**config.mk**
```make
export PLATFORM = sky130hd
export DESIGN_NAME = nn_train_feeder
export DESIGN_NICKNAME = d
export VERILOG_FILES = /design/src/rtl/nn_train_feeder.sv
export SDC_FILE = /design/constraint.sdc
export NUM_CORES = 1
export LEC_CHECK = 0
export ABC_CLOCK_PERIOD_IN_PS = 13100
export BUFFER_PORTS_ARGS = -buffer_cell sky130_fd_sc_hd__clkbuf_2
export CORE_UTILIZATION = 58
export DETAILED_ROUTE_END_ITERATION = 8
export PLACE_DENSITY = 0.85
export SYNTH_ARGS = -nofsm -noshare
export SYNTH_HDL_FRONTEND = slang
export SYNTH_SLANG_ARGS = --single-unit
```
**constraint.sdc**
```tcl
create_clock -name clk -period 13.1 [get_ports clk]
set_input_delay 0.655 -clock clk [delete_from_list [all_inputs] [get_ports clk]]
set_output_delay 0.655 -clock clk [all_outputs]
set_load 0.05 [all_outputs]
```
**src/rtl/nn_train_feeder.sv**
```systemverilog
// On-chip XOR training sequencer for NN_CORE: steps through the four samples,
// handshakes one coefficient update per sample and scores the outputs per epoch.
module nn_train_feeder #(
   parameter int TIMEOUT = 4096,
   parameter int ERR_W   = 24
) (
   input  logic                    clk,
   input  logic                    res,
   input  logic                    start,
   input  logic                    abort,
   input  logic [15:0]             epochs,
   input  logic                    finish_updating,
   input  logic signed [15:0]      a3_1,
   input  logic signed [15:0]      a3_2,
   output logic signed [15:0]      input_k_1,
   output logic signed [15:0]      input_k_2,
   output logic                    update_coeff,
   output logic                    busy,
   output logic                    done,
   output logic                    timeout,
   output logic [1:0]              sample_idx,
   output logic [15:0]             epoch_count,
   output logic [ERR_W-1:0]        epoch_err,
   output logic                    epoch_err_valid
);

   localparam int TW = (TIMEOUT > 1) ? $clog2(TIMEOUT) : 1;
   localparam int AW = ERR_W + 19;
   localparam logic [15:0] ONE = 16'h1000;

   typedef enum logic [2:0] {S_IDLE, S_LOAD, S_REQ, S_CAPT, S_REL, S_FIN} state_t;

   state_t                r_state, w_next;
   logic [15:0]           r_epochs;
   logic [TW-1:0]         r_tcnt;
   logic signed [15:0]    r_a1, r_a2;
   logic [ERR_W-1:0]      r_acc;

   logic                  w_tmo, w_last;
   logic [15:0]           w_cnt_inc;
   logic [1:0]            w_idx_inc;
   logic [15:0]           w_t1, w_t2;
   logic signed [16:0]    w_d1, w_d2;
   logic [16:0]           w_ab1, w_ab2;
   logic [17:0]           w_err;
   logic [AW-1:0]         w_sum;
   logic [ERR_W-1:0]      w_acc_sat;

   assign w_tmo     = (r_tcnt == TW'(TIMEOUT - 1));
   assign w_last    = (sample_idx == 2'd3);
   assign w_cnt_inc = epoch_count + 16'd1;
   assign w_idx_inc = sample_idx + 2'd1;

   // XOR targets as one-hot: (1,0) when inputs are equal, (0,1) otherwise
   assign w_t1 = (sample_idx[1] == sample_idx[0]) ? ONE : 16'h0000;
   assign w_t2 = (sample_idx[1] != sample_idx[0]) ? ONE : 16'h0000;

   assign w_d1  = $signed({r_a1[15], r_a1}) - $signed({1'b0, w_t1});
   assign w_d2  = $signed({r_a2[15], r_a2}) - $signed({1'b0, w_t2});
   assign w_ab1 = w_d1[16] ? 17'(-w_d1) : 17'(w_d1);
   assign w_ab2 = w_d2[16] ? 17'(-w_d2) : 17'(w_d2);
   assign w_err = {1'b0, w_ab1} + {1'b0, w_ab2};

   // Sum is widened past both operands so the saturation compare never wraps
   assign w_sum     = AW'(r_acc) + AW'(w_err);
   assign w_acc_sat = (w_sum > AW'({ERR_W{1'b1}})) ? {ERR_W{1'b1}} : w_sum[ERR_W-1:0];

   always_comb begin
      w_next = r_state;
      case (r_state)
         S_IDLE: if (start) w_next = (epochs == 16'd0) ? S_FIN : S_LOAD;
         S_LOAD: w_next = S_REQ;
         S_REQ: begin
            if (finish_updating)  w_next = S_CAPT;
            else if (w_tmo)       w_next = S_IDLE;
         end
         S_CAPT: w_next = S_REL;
         S_REL: begin
            if (!finish_updating) begin
               if (w_last && (w_cnt_inc == r_epochs)) w_next = S_FIN;
               else                                   w_next = S_LOAD;
            end
         end
         S_FIN:   w_next = S_IDLE;
         default: w_next = S_IDLE;
      endcase
      if (abort) w_next = S_IDLE;
   end

   always_ff @(posedge clk) begin
      if (res) begin
         r_state         <= S_IDLE;
         busy            <= 1'b0;
         update_coeff    <= 1'b0;
         done            <= 1'b0;
         timeout         <= 1'b0;
         sample_idx      <= 2'd0;
         epoch_count     <= 16'd0;
         epoch_err       <= '0;
         epoch_err_valid <= 1'b0;
         input_k_1       <= 16'sd0;
         input_k_2       <= 16'sd0;
         r_epochs        <= 16'd0;
         r_tcnt          <= '0;
         r_a1            <= 16'sd0;
         r_a2            <= 16'sd0;
         r_acc           <= '0;
      end else begin
         r_state         <= w_next;
         busy            <= (w_next != S_IDLE);
         update_coeff    <= (w_next == S_REQ);
         done            <= (w_next == S_FIN);
         epoch_err_valid <= 1'b0;
         if (abort) begin
            r_acc <= '0;
         end else begin
            case (r_state)
               S_IDLE: begin
                  if (start) begin
                     r_epochs    <= epochs;
                     timeout     <= 1'b0;
                     epoch_count <= 16'd0;
                     sample_idx  <= 2'd0;
                     r_acc       <= '0;
                     if (epochs != 16'd0) begin
                        input_k_1 <= 16'sd0;
                        input_k_2 <= 16'sd0;
                     end
                  end
               end
               S_LOAD: r_tcnt <= '0;
               S_REQ: begin
                  r_tcnt <= r_tcnt + 1'b1;
                  if (finish_updating) begin
                     r_a1 <= a3_1;
                     r_a2 <= a3_2;
                  end else if (w_tmo) begin
                     timeout <= 1'b1;
                  end
               end
               S_CAPT: r_acc <= w_acc_sat;
               S_REL: begin
                  if (!finish_updating) begin
                     if (!w_last) begin
                        sample_idx <= w_idx_inc;
                        input_k_1  <= w_idx_inc[1] ? ONE : 16'h0000;
                        input_k_2  <= w_idx_inc[0] ? ONE : 16'h0000;
                     end else begin
                        epoch_err       <= r_acc;
                        epoch_err_valid <= 1'b1;
                        r_acc           <= '0;
                        epoch_count     <= w_cnt_inc;
                        sample_idx      <= 2'd0;
                        if (w_cnt_inc != r_epochs) begin
                           input_k_1 <= 16'sd0;
                           input_k_2 <= 16'sd0;
                        end
                     end
                  end
               end
               default: ;
            endcase
         end
      end
   end

endmodule

```
### After elaboration in Yosys (flattened, before gate mapping)

Index checks and enable logic that the tools add are counted.

| storage, ports and cells | value |
|---|---|
| flip-flop bits (word level) | 166 |
| latch bits | 0 |
| bits in writable memories | 0 |
| memory bits (read-only) | 0 |
| input port bits | 53 |
| output and inout port bits | 79 |
| word-level logic and storage cells | 110 |
| memories | 0 |

| operators by class | value |
|---|---|
| add/subtract/negate cells | 9 |
| multipliers | 0 |
| div/mod/pow operators | 0 |
| $lt $le $gt $ge | 1 |
| equality and inequality tests | 19 |
| shift operators | 0 |
| mux-type cells | 42 |
| bitwise gates (word level) | 3 |
| reductions and logical operators | 20 |

Operators by type and width:

| operator | count |
|---|---|
| 16-bit two-way mux | 10 |
| 24-bit two-way mux | 4 |
| 16-bit case mux with 2 select lines | 3 |
| 24-bit case mux with 3 select lines | 1 |
| 13-bit two-way mux | 4 |
| 17-bit two-way mux | 2 |
| 17-bit negation | 2 |
| 16-bit by 14-bit subtractor with 17-bit output | 2 |
| 24-bit by 18-bit adder with 25-bit output | 1 |
| 25-bit by 24-bit greater-than comparator with 1-bit output (second input constant) | 1 |
| 12-bit case mux with 2 select lines | 1 |
| 3-bit two-way mux | 7 |
| 17-bit by 17-bit adder with 18-bit output | 1 |
| 16-bit by 1-bit adder with 16-bit output (second input constant) | 1 |
| 16-bit == test | 1 |
| 16-bit zero test | 1 |
| 16-bit inequality test | 1 |
| 16-bit nonzero test | 1 |
| 3-bit case mux with 5 select lines | 1 |
| 12-bit by 1-bit adder with 12-bit output (second input constant) | 1 |
| 12-bit == test (second input constant) | 1 |
| 2-bit inequality test (second input constant) | 6 |
| 4-bit AND reduction | 3 |
| 5-bit AND reduction | 2 |
| 22 further kinds | 36 |

### Depth between registers and ports, before layout

Gate-level depths: netlist of run 1.

| logic depth | value |
|---|---|
| depth in word-level cells | 10 |
| gate-level depth with buffers | 20 |
| mapped depth without buffers | 19 |

### Worst setup path after synthesis of run 1

OpenSTA, ideal clock, no wires.

| path | value |
|---|---|
| kind | register to register |
| start | register sample_idx[0] |
| end | register r_acc[18] |
| setup time | 0.117 ns |
| arrival time | 4.573 ns |
| required time | 12.983 ns |
| slack | 8.410 ns |
| cell stages (with the launch flop) | 21 |
| buffers on the path | 2 |
| cells stage by stage | dfxtp_1 > ha_1 > inv_1 > ha_1 > ha_1 > nand2b_1 > nand2b_1 > clkbuf_1 > o31ai_1 > xor2_1 > fa_1 > inv_1 > ha_1 > a2111oi_0 > o21ai_1 > a21oi_1 > a21oi_1 > a31o_2 > clkbuf_1 > o21bai_1 > a22o_1 |

| on the way | value |
|---|---|
| word-level cells in the longest chain between the ends | 10 |

Ends and longest elaborated chain:

| what | RTL line | RTL |
|---|---|---|
| start, declared | 21 | `output logic [1:0] sample_idx,` |
| start signal, assigned | 145 | `sample_idx <= w_idx_inc;` |
| 1-bit == test / 1-bit inequality test (equally long branches) | 55, 56 |  |
| 13-bit two-way mux, on equally long branches | 55, 56 |  |
| 16-bit by 14-bit subtractor with 17-bit output, on equally long branches | 58, 59 |  |
| 17-bit negation, on equally long branches | 60, 61 |  |
| 17-bit two-way mux, on equally long branches | 60, 61 |  |
| 17-bit by 17-bit adder with 18-bit output | 62 | `assign w_err = {1'b0, w_ab1} + {1'b0, w_ab2};` |
| 24-bit by 18-bit adder with 25-bit output | 65 | `assign w_sum = AW'(r_acc) + AW'(w_err);` |
| 25-bit by 24-bit greater-than comparator with 1-bit output | 66 | `assign w_acc_sat = (w_sum > AW'({ERR_W{1'b1}})) ? {ERR_W{1'b1}} : w_sum[ERR_W-1:0];` |
| 24-bit two-way mux | 66 |  |
| 24-bit case mux with 3 select lines | 117 | `case (r_state)` |
| end signal, assigned | 141 | `S_CAPT: r_acc <= w_acc_sat;` |
| end, declared | 37 | `logic [ERR_W-1:0] r_acc;` |

Parallel ways exist; a longest one is shown, timed or not.
A chain may end at the register's enable or synchronous reset.

### Final worst setup path of run 1

| path | value |
|---|---|
| start | register sample_idx[0] |
| end | register r_acc[16] |

Same word-level chain as after synthesis.

==> out/qor.csv, run 1 <==
metric;value;unit
status;completed;
drcViolationCount;0;
ys.warnings.count;0;
final_core_util;68.0;%
powerDensity;114;mW/mm^2
root_buffer;clkbuf_16;
wl_per_cell;14.8;um
grt_overflow;0;
period_share;38.3;%
p_sw_share;22.1;%
clk_pin_slew_worst_paths;0.06;ns
ctsHoldBuffers;0;
synthArstFlopShare;0;%
routed_wl;19800;um
rows;43;
clkLatencyLatePin;0.43;ns
start_util;59.4;%
die_w;121;um
power_switching;0.238;mW
path_max_fanout;21;
num_vias;7518;
synthFlopType;dfxtp_1;
cp.required;13.41;ns
critPathArrivalTime;5.34;ns
num_antenna_cells;0;
cap_violations;0;
grt.met3_usage;4.04;%
cts_max_level;4;
nNetsFinal;1243;
crit_type;reg2reg;
grt_pass1_vias;6728;
dieArea;0.0146;sq mm
hpwl;14200;um
cts_setup_buffers;0;
fin_crit;5.02;ns
ios;132;
grt-busiest-layer;met2;
p_seq_share;39.2;%
drt-pass1-iter-count;5;
gp_congestion;0.915;
max_freq;199;MHz
ant_nets;0;
syn-cell-area;0.00821;sq mm
finalClockSkew;0.00894;ns
hold_viol_final;0;
core_area;0.0138;sq mm
cts_tree;built;
io_buffers;101;
slew_headroom;21.3;%
ys_ff_latch;136;
slew_violations;0;
grt_start_max_net_pins;101;
setup_violations;0;
finalSetupTns;0;ns
intPower;0.836;mW
drive_gt1_share;14.0;%
cts_resized;0;
syn_inst;1069;
startpoint_type;flip-flop;
gr-usage-met1;36.3;%
die_h;121;um
synth-edff-count;0;
drtIter0Drc;600;
clockBufferDepth;2;
cts_made_buffers;17;
pwr-share-comb;6.6;%
cp-end-kind;flip-flop;
min_path_type;in2reg;
areaGrowthSynthToFinish;14.6;%
leakage;4.07;nW
vdd_drop_max;0.0888;mV
track_usage;27.9;%
worstMarginPinSlew;1.17;ns
use_met2;46.0;%
rsz0062_at_grt;false;
ys_types;68;
pwr-share-clk;54.2;%
yosysSeqAreaShare;33.2;%
antenna_found_initial;0;
cts_sinks;136;
grt_pass1_wl;32300;um
avgSynthCellArea;7.68;sq um
final_cell_mix;nand2_1 (194), dfxtp_1 (136), a21oi_1 (104), clkbuf_2 (100), nor2_1 (92);
viasPerCell;5.62;
layout_commonest_cell;nand2_1;
cell usage after synthesis (7+ instances only):
cell type | count | area share, %
a21o_1 | 8 | 0.73
a21oi_1 | 104 | 6.3
a31oi_1 | 9 | 0.69
buf_4 | 31 | 2.8
clkbuf_1 | 40 | 1.8
dfxtp_1 | 136 | 33
fa_1 | 18 | 4.4
ha_1 | 27 | 4.1
inv_1 | 67 | 3.1
mux2i_1 | 20 | 2.4
nand2_1 | 194 | 8.9
nand2b_1 | 12 | 0.91
nand3_1 | 24 | 1.5
nand4_1 | 12 | 0.91
nor2_1 | 92 | 4.2
nor2b_1 | 9 | 0.69
nor3_1 | 19 | 1.2
nor4_1 | 12 | 0.91
o21ai_0 | 56 | 3.4
or2_2 | 7 | 0.53
or3_1 | 8 | 0.61
xnor2_1 | 31 | 3.3
xor2_1 | 37 | 3.9
metrics by stage:
step	setup WS, ns	hold WS, ns	total power [mW]	area (sq um)	std cells
after floorplan	8.41	0.431	0.489	8320	1098
after global placement	8.35	0.441	0.498	8680	1305
after detailed placement	8.18	0.446	0.499	8680	1305
after CTS	8.13	0.439	1.08	9400	1337
after global routing	7.74	0.448	1.10	9400	1338
final	8.08	0.449	1.07	9400	1338
cell type report:
type	instances	area, sq um
multi-input combinational	818	4950
fill	1143	4420
sequential	136	2720
timing repair buffer	105	538
clock buffer	22	484
inverter	67	251
clock inverter	10	235
tap	180	225
critical path: stages, from the launching register on:
cell	delay (ns)
dfxtp_1	0.34
ha_1	0.38
inv_1	0.07
ha_1	0.20
ha_1	0.21
nand2b_1	0.17
nor2b_1	0.40
nor2_1	0.11
xnor2_1	0.28
fa_1	0.46
inv_1	0.11
ha_1	0.25
a211oi_1	0.34
o21ai_1	0.16
a21oi_1	0.33
a21oi_1	0.21
a31o_2	0.42
and2_1	0.23
a221o_1	0.25
sequential cells by signal (all words and copies together) (netlist names):
| register | flops |
|---|---|
| r_epochs | 16 |
| timeout | 1 |
| epoch_err | 24 |
| update_coeff | 1 |
| done | 1 |
| sample_idx | 2 |
| input_k_2 | 1 |
| epoch_count | 16 |
| r_a1 | 16 |
| r_state | 3 |
| epoch_err_valid | 1 |
| r_a2 | 16 |
| r_tcnt | 12 |
| input_k_1 | 1 |
| r_acc | 24 |
| busy | 1 |
power by group through the flow:
stage | clock [mW] | sequential (mW) | combinational [mW]
finish | 0.582 | 0.421 | 0.0703
global route | 0.605 | 0.421 | 0.0770
CTS | 0.587 | 0.421 | 0.0697
detailed placement | 0 | 0.430 | 0.0692
global placement | 0 | 0.430 | 0.0683
floorplan | 0 | 0.430 | 0.0593
path summary, 6_finish.rpt:
path,from,endpoint,slack (ns),depth (start not counted)
max,sample_idx[0],r_acc[16],8.08,18
min reg2reg,epoch_err[14],epoch_err[14],0.45,2
min,a3_1[13],r_a1[13],0.45,3
max reg2reg,sample_idx[0],r_acc[16],8.08,18
routing by layer:
layer / vias up / wire length (um)
li1: 3720 / -
met1: 3539 / 9030
met2: 223 / 9460
met3: 36 / 845
met4: 0 / 486
met5: - / 0
logic make-up after synthesis:
group,share of synthesized area (%)
flops,33.2
simple gates,24.0
mux,2.76
buf+inv,8.09
xor+xnor,7.26
other cells,0.0457
fa+ha+maj,8.51
compound gates,16.1
(Power assumes the default switching activity.)
==> run 2, diff against run 1 <==
--- a/config.mk
+++ b/config.mk
@@ -5,7 +5,7 @@
 export SDC_FILE = /design/constraint.sdc
 export NUM_CORES = 1
 export LEC_CHECK = 0
-export ABC_CLOCK_PERIOD_IN_PS = 13100
+export ABC_CLOCK_PERIOD_IN_PS = 5100
 export BUFFER_PORTS_ARGS = -buffer_cell sky130_fd_sc_hd__clkbuf_2
 export CORE_UTILIZATION = 58
 export DETAILED_ROUTE_END_ITERATION = 8
==> constraint.sdc (replaced) <==
create_clock -name clk -period 5.1 [get_ports clk]
set_input_delay 0.255 -clock clk [delete_from_list [all_inputs] [get_ports clk]]
set_output_delay 0.255 -clock clk [all_outputs]
set_load 0.05 [all_outputs]
==> out/qor.csv, run 2 (synthesis results as in run 1) <==
metric;value;unit;change
die_h;121;um;unchanged
ant_nets;0;;unchanged
die_w;121;um;unchanged
critPathArrivalTime;5.20;ns;was 5.34 ns
rows;43;;unchanged
routed_wl;19800;um;about the same
root_buffer;clkbuf_16;;unchanged
drive_gt1_share;14.3;%;was 14.0%
cts_sinks;136;;unchanged
drt-pass1-iter-count;5;;unchanged
ios;132;;unchanged
core_area;0.0138;sq mm;unchanged
antenna_found_initial;0;;unchanged
hpwl;14400;um;was 14,200 um
start_util;59.4;%;unchanged
hold_viol_final;0;;unchanged
clk_pin_slew_worst_paths;0.06;ns;about the same
cap_violations;0;;unchanged
areaGrowthSynthToFinish;13.4;%;was 14.6%
rrSetupSlack;0.21;ns;was 8.08 ns
fin_hold_ws;0.0472;ns;was 0.449 ns
nNetsFinal;1244;;was 1,243
cp.required;5.41;ns;was 13.41 ns
cts_setup_buffers;0;;unchanged
drtIter0Drc;505;;was 600
viasPerCell;5.69;;was 5.62
slew_violations;0;;unchanged
crit_type;reg2reg;;unchanged
max_freq;204;MHz;was 199 MHz
leakage;4.02;nW;was 4.07 nW
largest_registers;epoch_err (24), r_acc (24);;unchanged
clockBufferDepth;2;;unchanged
p_total;2.51;mW;was 1.07 mW
wl_per_cell;14.8;um;about the same
min_path_type;in2reg;;unchanged
ctsHoldBuffers;0;;unchanged
fin_ws;0.209;ns;was 8.08 ns
io_buffers;101;;unchanged
period_share;95.9;%;was 38.3%
path_max_fanout;21;;unchanged
grt_start_max_net_pins;101;;unchanged
dieArea;0.0146;sq mm;unchanged
post-place-ws;0.183;ns;was 8.18 ns
powerDensity;270;mW/mm^2;was 114 mW/mm^2
grt_pass1_wl;32600;um;was 32,300 um
grt_pass1_vias;6808;;was 6,728
drcViolationCount;0;;unchanged
vdd_drop_max;0.239;mV;was 0.0888 mV
cts_max_level;4;;unchanged
num_antenna_cells;0;;unchanged
rsz0062_at_grt;false;;unchanged
setup_violations;0;;unchanged
status;completed;;unchanged
cts_made_buffers;17;;unchanged
num_vias;7605;;was 7,518
worstMarginPinSlew;1.18;ns;was 1.17 ns
clkLatencyLatePin;0.43;ns;about the same
cts_resized;0;;unchanged
startpoint_type;flip-flop;;unchanged
final_cell_mix;nand2_1 (194), dfxtp_1 (136), a21oi_1 (104), clkbuf_2 (100), nor2_1 (92);;unchanged
gp_congestion;0.937;;was 0.915
cts_tree;built;;unchanged
placed_area;0.00869;sq mm;was 0.00868 sq mm
grt_overflow;0;;unchanged
track_usage;28.1;%;was 27.9%
finalClockSkew;0.00887;ns;was 0.00894 ns
fin_crit;4.89;ns;was 5.02 ns
cp-end-kind;flip-flop;;unchanged
design_area;0.00931;sq mm;was 0.00940 sq mm
layout_commonest_cell;nand2_1;;unchanged
slew_headroom;21.2;%;was 21.3%
finalSetupTns;0;ns;unchanged
==> run 2: cell count changes in the layout (fill, tap and decap cells not counted), moves of 2 or more <==
cell       delta
buf_4         +2
bufinv_16     -4
clkinv_2      +3
inv_6         -2
nor2b_1       -2
nor2b_2       +2
==> run 2: cell type report <==
type | count | area, sq um
inverters | 67 | 251
flip-flops and latches | 136 | 2720
well taps | 180 | 225
clock buffers | 22 | 474
clock inverters | 8 | 121
multi-input cells | 818 | 4970
repair buffers | 106 | 546
fillers | 1156 | 4520
==> run 2: stage by stage <==
step | cells | util [%]
floorplan | 1098 | -
global placement | 1307 | 62.9
detailed placement | 1307 | 62.9
CTS | 1337 | 67.2
global route | 1337 | 67.3
finish | 1337 | 67.3
==> run 2: path summary, 6_finish.rpt <==
path                                    start             to  cells after the start
worst max-delay path            sample_idx[0]      r_acc[16]                     18
worst min register to register  epoch_err[14]  epoch_err[14]                      2
worst max register to register  sample_idx[0]      r_acc[16]                     18
worst min-delay path                 a3_1[11]       r_a1[11]                      3
==> run 2: per-layer routing <==
| metal | routed length, um | GRT usage [%] | up-vias |
|---|---|---|---|
| li1 | - | - | 3724 |
| met1 | 8780 | 35.5 | 3563 |
| met2 | 9420 | 46.5 | 265 |
| met3 | 1040 | 5.08 | 53 |
| met4 | 587 | 12.4 | 0 |
| met5 | 0 | 0 | - |
==> run 2: critical path, stage by stage (launching register included) <==
cell and delay (ns):
dfxtp_1 0.33, ha_1 0.36, inv_1 0.06, ha_1 0.20
ha_1 0.20, nand2b_1 0.18, nor2b_2 0.36, nor2_1 0.10
xnor2_1 0.15, fa_1 0.51, inv_1 0.07, ha_1 0.31
a211oi_1 0.34, o21ai_1 0.16, a21oi_1 0.31, a21oi_1 0.20
a31o_2 0.42, and2_1 0.24, a221o_1 0.26
==> run 2: power by group <==
part	switching, mW	total [mW]	leakage, nW	internal (mW)
Clock	0.447	1.25	0.292	0.800
Combinational	0.128	0.181	2.63	0.0527
Sequential	0.00945	1.08	1.10	1.07
==> run 3, diff against run 2 <==
--- a/config.mk
+++ b/config.mk
@@ -5,11 +5,12 @@
 export SDC_FILE = /design/constraint.sdc
 export NUM_CORES = 1
 export LEC_CHECK = 0
+export ABC_AREA = 1
 export ABC_CLOCK_PERIOD_IN_PS = 5100
 export BUFFER_PORTS_ARGS = -buffer_cell sky130_fd_sc_hd__clkbuf_2
 export CORE_UTILIZATION = 58
 export DETAILED_ROUTE_END_ITERATION = 8
-export PLACE_DENSITY = 0.85
+export PLACE_DENSITY = 0.84
 export SYNTH_ARGS = -nofsm -noshare
 export SYNTH_HDL_FRONTEND = slang
 export SYNTH_SLANG_ARGS = --single-unit
==> out/qor.csv, run 3 <==
metric;value;unit;change
status;completed;;unchanged
drcViolationCount;0;;unchanged
cp.required;5.37;ns;was 5.41 ns
synth-edff-count;0;;unchanged
max_freq;220;MHz;was 204 MHz
clockBufferDepth;2;;unchanged
yosys.area_share.adder;8.20;%;was 8.51%
hold_viol_final;0;;unchanged
cts_max_level;4;;unchanged
cts_made_buffers;17;;unchanged
whs_path_depth;3;;unchanged
synthMuxAreaShare;0;%;was 2.76%
ys.warnings.count;0;;unchanged
ys_types;47;;was 68
intPower;2.06;mW;was 1.92 mW
synthFlopType;dfxtp_1;;unchanged
grt-busiest-layer;met2;;unchanged
worstMarginPinSlew;1.05;ns;was 1.18 ns
root_buffer;clkbuf_16;;unchanged
pwr-share-comb;19.7;%;was 7.2%
critPathArrivalTime;4.82;ns;was 5.20 ns
cts_setup_buffers;0;;unchanged
rsz0062_at_grt;false;;unchanged
hpwl;16200;um;was 14,400 um
leakage;4.50;nW;was 4.02 nW
period_share;89.2;%;was 95.9%
wl_per_cell;14.1;um;was 14.8 um
synth_xor_area_share;5.20;%;was 7.26%
cp-end-kind;flip-flop;;unchanged
slew_violations;0;;unchanged
layout_commonest_cell;nand2_1;;unchanged
die_h;123;um;was 121 um
grt_pass1_wl;35000;um;was 32,600 um
ios;132;;unchanged
ant_nets;0;;unchanged
synth_top_family_by_area;simple AND/OR/NAND/NOR gates;;unchanged
syn_inst;1255;;was 1,069
drive_gt1_share;12.7;%;was 14.3%
crit_type;reg2reg;;unchanged
routed_wl;21700;um;was 19,800 um
yosysSeqAreaShare;32.0;%;was 33.2%
track_usage;29.7;%;was 28.1%
placed_area;0.00905;sq mm;was 0.00869 sq mm
finalSetupTns;0;ns;unchanged
viasPerCell;5.41;;was 5.69
finalClockSkew;0.00781;ns;was 0.00887 ns
r2r_end;r_acc[22];;was r_acc[16]
p_sw_share;30.2;%;was 23.3%
vdd_drop_max;0.277;mV;was 0.239 mV
clk_pin_slew_worst_paths;0.06;ns;about the same
path_max_fanout;21;;unchanged
cap_violations;0;;unchanged
syn-cell-area;0.00852;sq mm;was 0.00821 sq mm
io_buffers;101;;unchanged
r2r_start;sample_idx[0];;unchanged
num_vias;8330;;was 7,605
pwr-share-clk;43.1;%;was 49.7%
fin_hold_ws;0.0495;ns;was 0.0472 ns
gr-usage-met1;37.9;%;was 35.5%
ys_ff_latch;136;;unchanged
drt-pass1-iter-count;6;;was 5
netlist.area_leader.share;32.0;%;was 33.2%
grt.met3_usage;5.90;%;was 5.08%
grt_overflow;0;;unchanged
use_met2;49.5;%;was 46.5%
dieArea;0.0152;sq mm;was 0.0146 sq mm
nNetsFinal;1445;;was 1,244
fin_crit;4.55;ns;was 4.89 ns
rows;43;;unchanged
final_cell_mix;nand2_1 (259), inv_1 (200), dfxtp_1 (136), a21oi_1 (123), nor2_1 (106);;was nand2_1 (194), dfxtp_1 (136), a21oi_1 (104), clkbuf_2 (100), nor2_1 (92)
power_switching;0.888;mW;was 0.585 mW
die_w;123;um;was 121 um
drtIter0Drc;799;;was 505
largest_registers;epoch_err (24), r_acc (24);;unchanged
synth.most_common_cell;nand2_1;;unchanged
hold_start;a3_1[7];;was a3_1[11]
synth_compound_area_share;15.5;%;was 16.1%
synth_largest_area_cell;dfxtp_1;;unchanged
min_path_type;in2reg;;unchanged
grt_start_max_net_pins;81;;was 101
min_to;r_a1[7];;was r_a1[11]
avgSynthCellArea;6.79;sq um;was 7.68 sq um
rrSetupSlack;0.55;ns;was 0.21 ns
ff2ff_path_depth;21;;was 18
start_util;60.4;%;was 59.4%
slew_headroom;29.9;%;was 21.2%
core_area;0.0141;sq mm;was 0.0138 sq mm
num_antenna_cells;0;;unchanged
synthTopCellsByCount;nand2_1 (259), inv_1 (201), dfxtp_1 (136);;was nand2_1 (194), dfxtp_1 (136), a21oi_1 (104)
cts_tree;built;;unchanged
design_area;0.00966;sq mm;was 0.00931 sq mm
grt_pass1_vias;7359;;was 6,808
antenna_found_initial;0;;unchanged
cts_sinks;136;;unchanged
synth_simple_gate_area_share;25.4;%;was 24.0%
areaGrowthSynthToFinish;13.5;%;was 13.4%
synthArstFlopShare;0;%;unchanged
p_seq_share;37.2;%;was 43.1%
startpoint_type;flip-flop;;unchanged
setup_violations;0;;unchanged
gp_congestion;0.960;;was 0.937
yosys-top-cells-area;dfxtp_1 (32%), nand2_1 (11%), inv_1 (8.9%);;was dfxtp_1 (33%), nand2_1 (8.9%), a21oi_1 (6.3%)
final_core_util;68.5;%;was 67.3%
powerDensity;305;mW/mm^2;was 270 mW/mm^2
clkLatencyLatePin;0.43;ns;about the same
run 3: cell count changes after synthesis, sizes merged, moves of 11 or more:
cell	change
a21oi	+19
clkbuf	-21
inv	+140
mux2i	-20
nand2	+68
nand2b	-12
nand3	+41
nor2	+22
o21ai	+48
xnor2	-11
run 3: worst max path at each step:
| stage | startpoint | end | slack (ns) | cells after the start |
|---|---|---|---|---|
| 2_1_floorplan | sample_idx[0] | r_acc[18] | 0.63 | 24 |
| 3_3_place_gp | sample_idx[0] | r_acc[22] | 0.73 | 21 |
| 3_5_place_dp | sample_idx[0] | r_acc[22] | 0.67 | 21 |
| 4_1_cts | sample_idx[0] | r_acc[22] | 0.60 | 21 |
| 5_1_grt | r_a2[0] | r_acc[15] | 0.07 | 23 |
| 6_report | sample_idx[0] | r_acc[22] | 0.55 | 21 |
run 3: metrics by stage:
step / cells / setup slack (ns) / power (mW)
3_5_place_dp: 1508 / 0.669 / 1.68
6_report: 1540 / 0.551 / 2.94
5_1_grt: 1540 / 0.0666 / 3.06
3_3_place_gp: 1508 / 0.729 / 1.67
4_1_cts: 1540 / 0.603 / 2.94
2_1_floorplan: 1284 / 0.630 / 1.56
run 3: logic make-up after synthesis:
| group | after synthesis |
|---|---|
| other | 1 |
| xor gates and xnor gates | 49 |
| and+or+nand+nor | 500 |
| DFF | 136 |
| buffers and inverters | 274 |
| AOI/OAI and AO/OA | 250 |
| adders and majority gates | 45 |
run 3: metal layers:
layer / part of all wire (%) / vias to the layer above
li1: - / 4121
met1: 43 / 3819
met2: 48 / 334
met3: 6.3 / 56
met4: 2.5 / 0
met5: 0 / -
run 3: timing repair:
| action | in CTS | in global routing |
|---|---|---|
| resized for setup | 0 | 1 |
| endpoints found under the hold margin | 0 | 0 |
| hold buffers | 0 | 0 |
| endpoints found under the setup margin | 0 | 1 |
run 3: worst max-delay path: stages (launching register included):
cell	delay [ns]
dfxtp_1	0.33
ha_1	0.32
inv_1	0.10
ha_1	0.21
ha_1	0.20
a21oi_1	0.22
clkinv_1	0.26
o21ai_0	0.18
xor2_1	0.23
inv_1	0.08
fa_1	0.50
inv_1	0.04
ha_1	0.37
a21oi_1	0.24
o21ai_0	0.17
a21oi_1	0.14
nand2_1	0.11
a22oi_2	0.26
buf_12	0.20
nand3_1	0.09
nand2_1	0.07
a21oi_1	0.06
run 3: cell type report:
class	instances	area, sq um
fill	1211	4430
tap	180	225
clock buffer	21	460
timing repair buffer	109	578
multi-input combinational	874	4740
clock inverter	11	146
sequential	136	2720
inverter	209	785
run 3: power by group through the flow:
stage                     registers, mW  logic [mW]  clock network (mW)
after floorplan                    1.13       0.432                   0
after CTS                          1.09       0.570                1.27
after detailed placement           1.12       0.563                   0
after global placement             1.12       0.553                   0
final                              1.09       0.580                1.27
after global routing               1.09       0.641                1.33
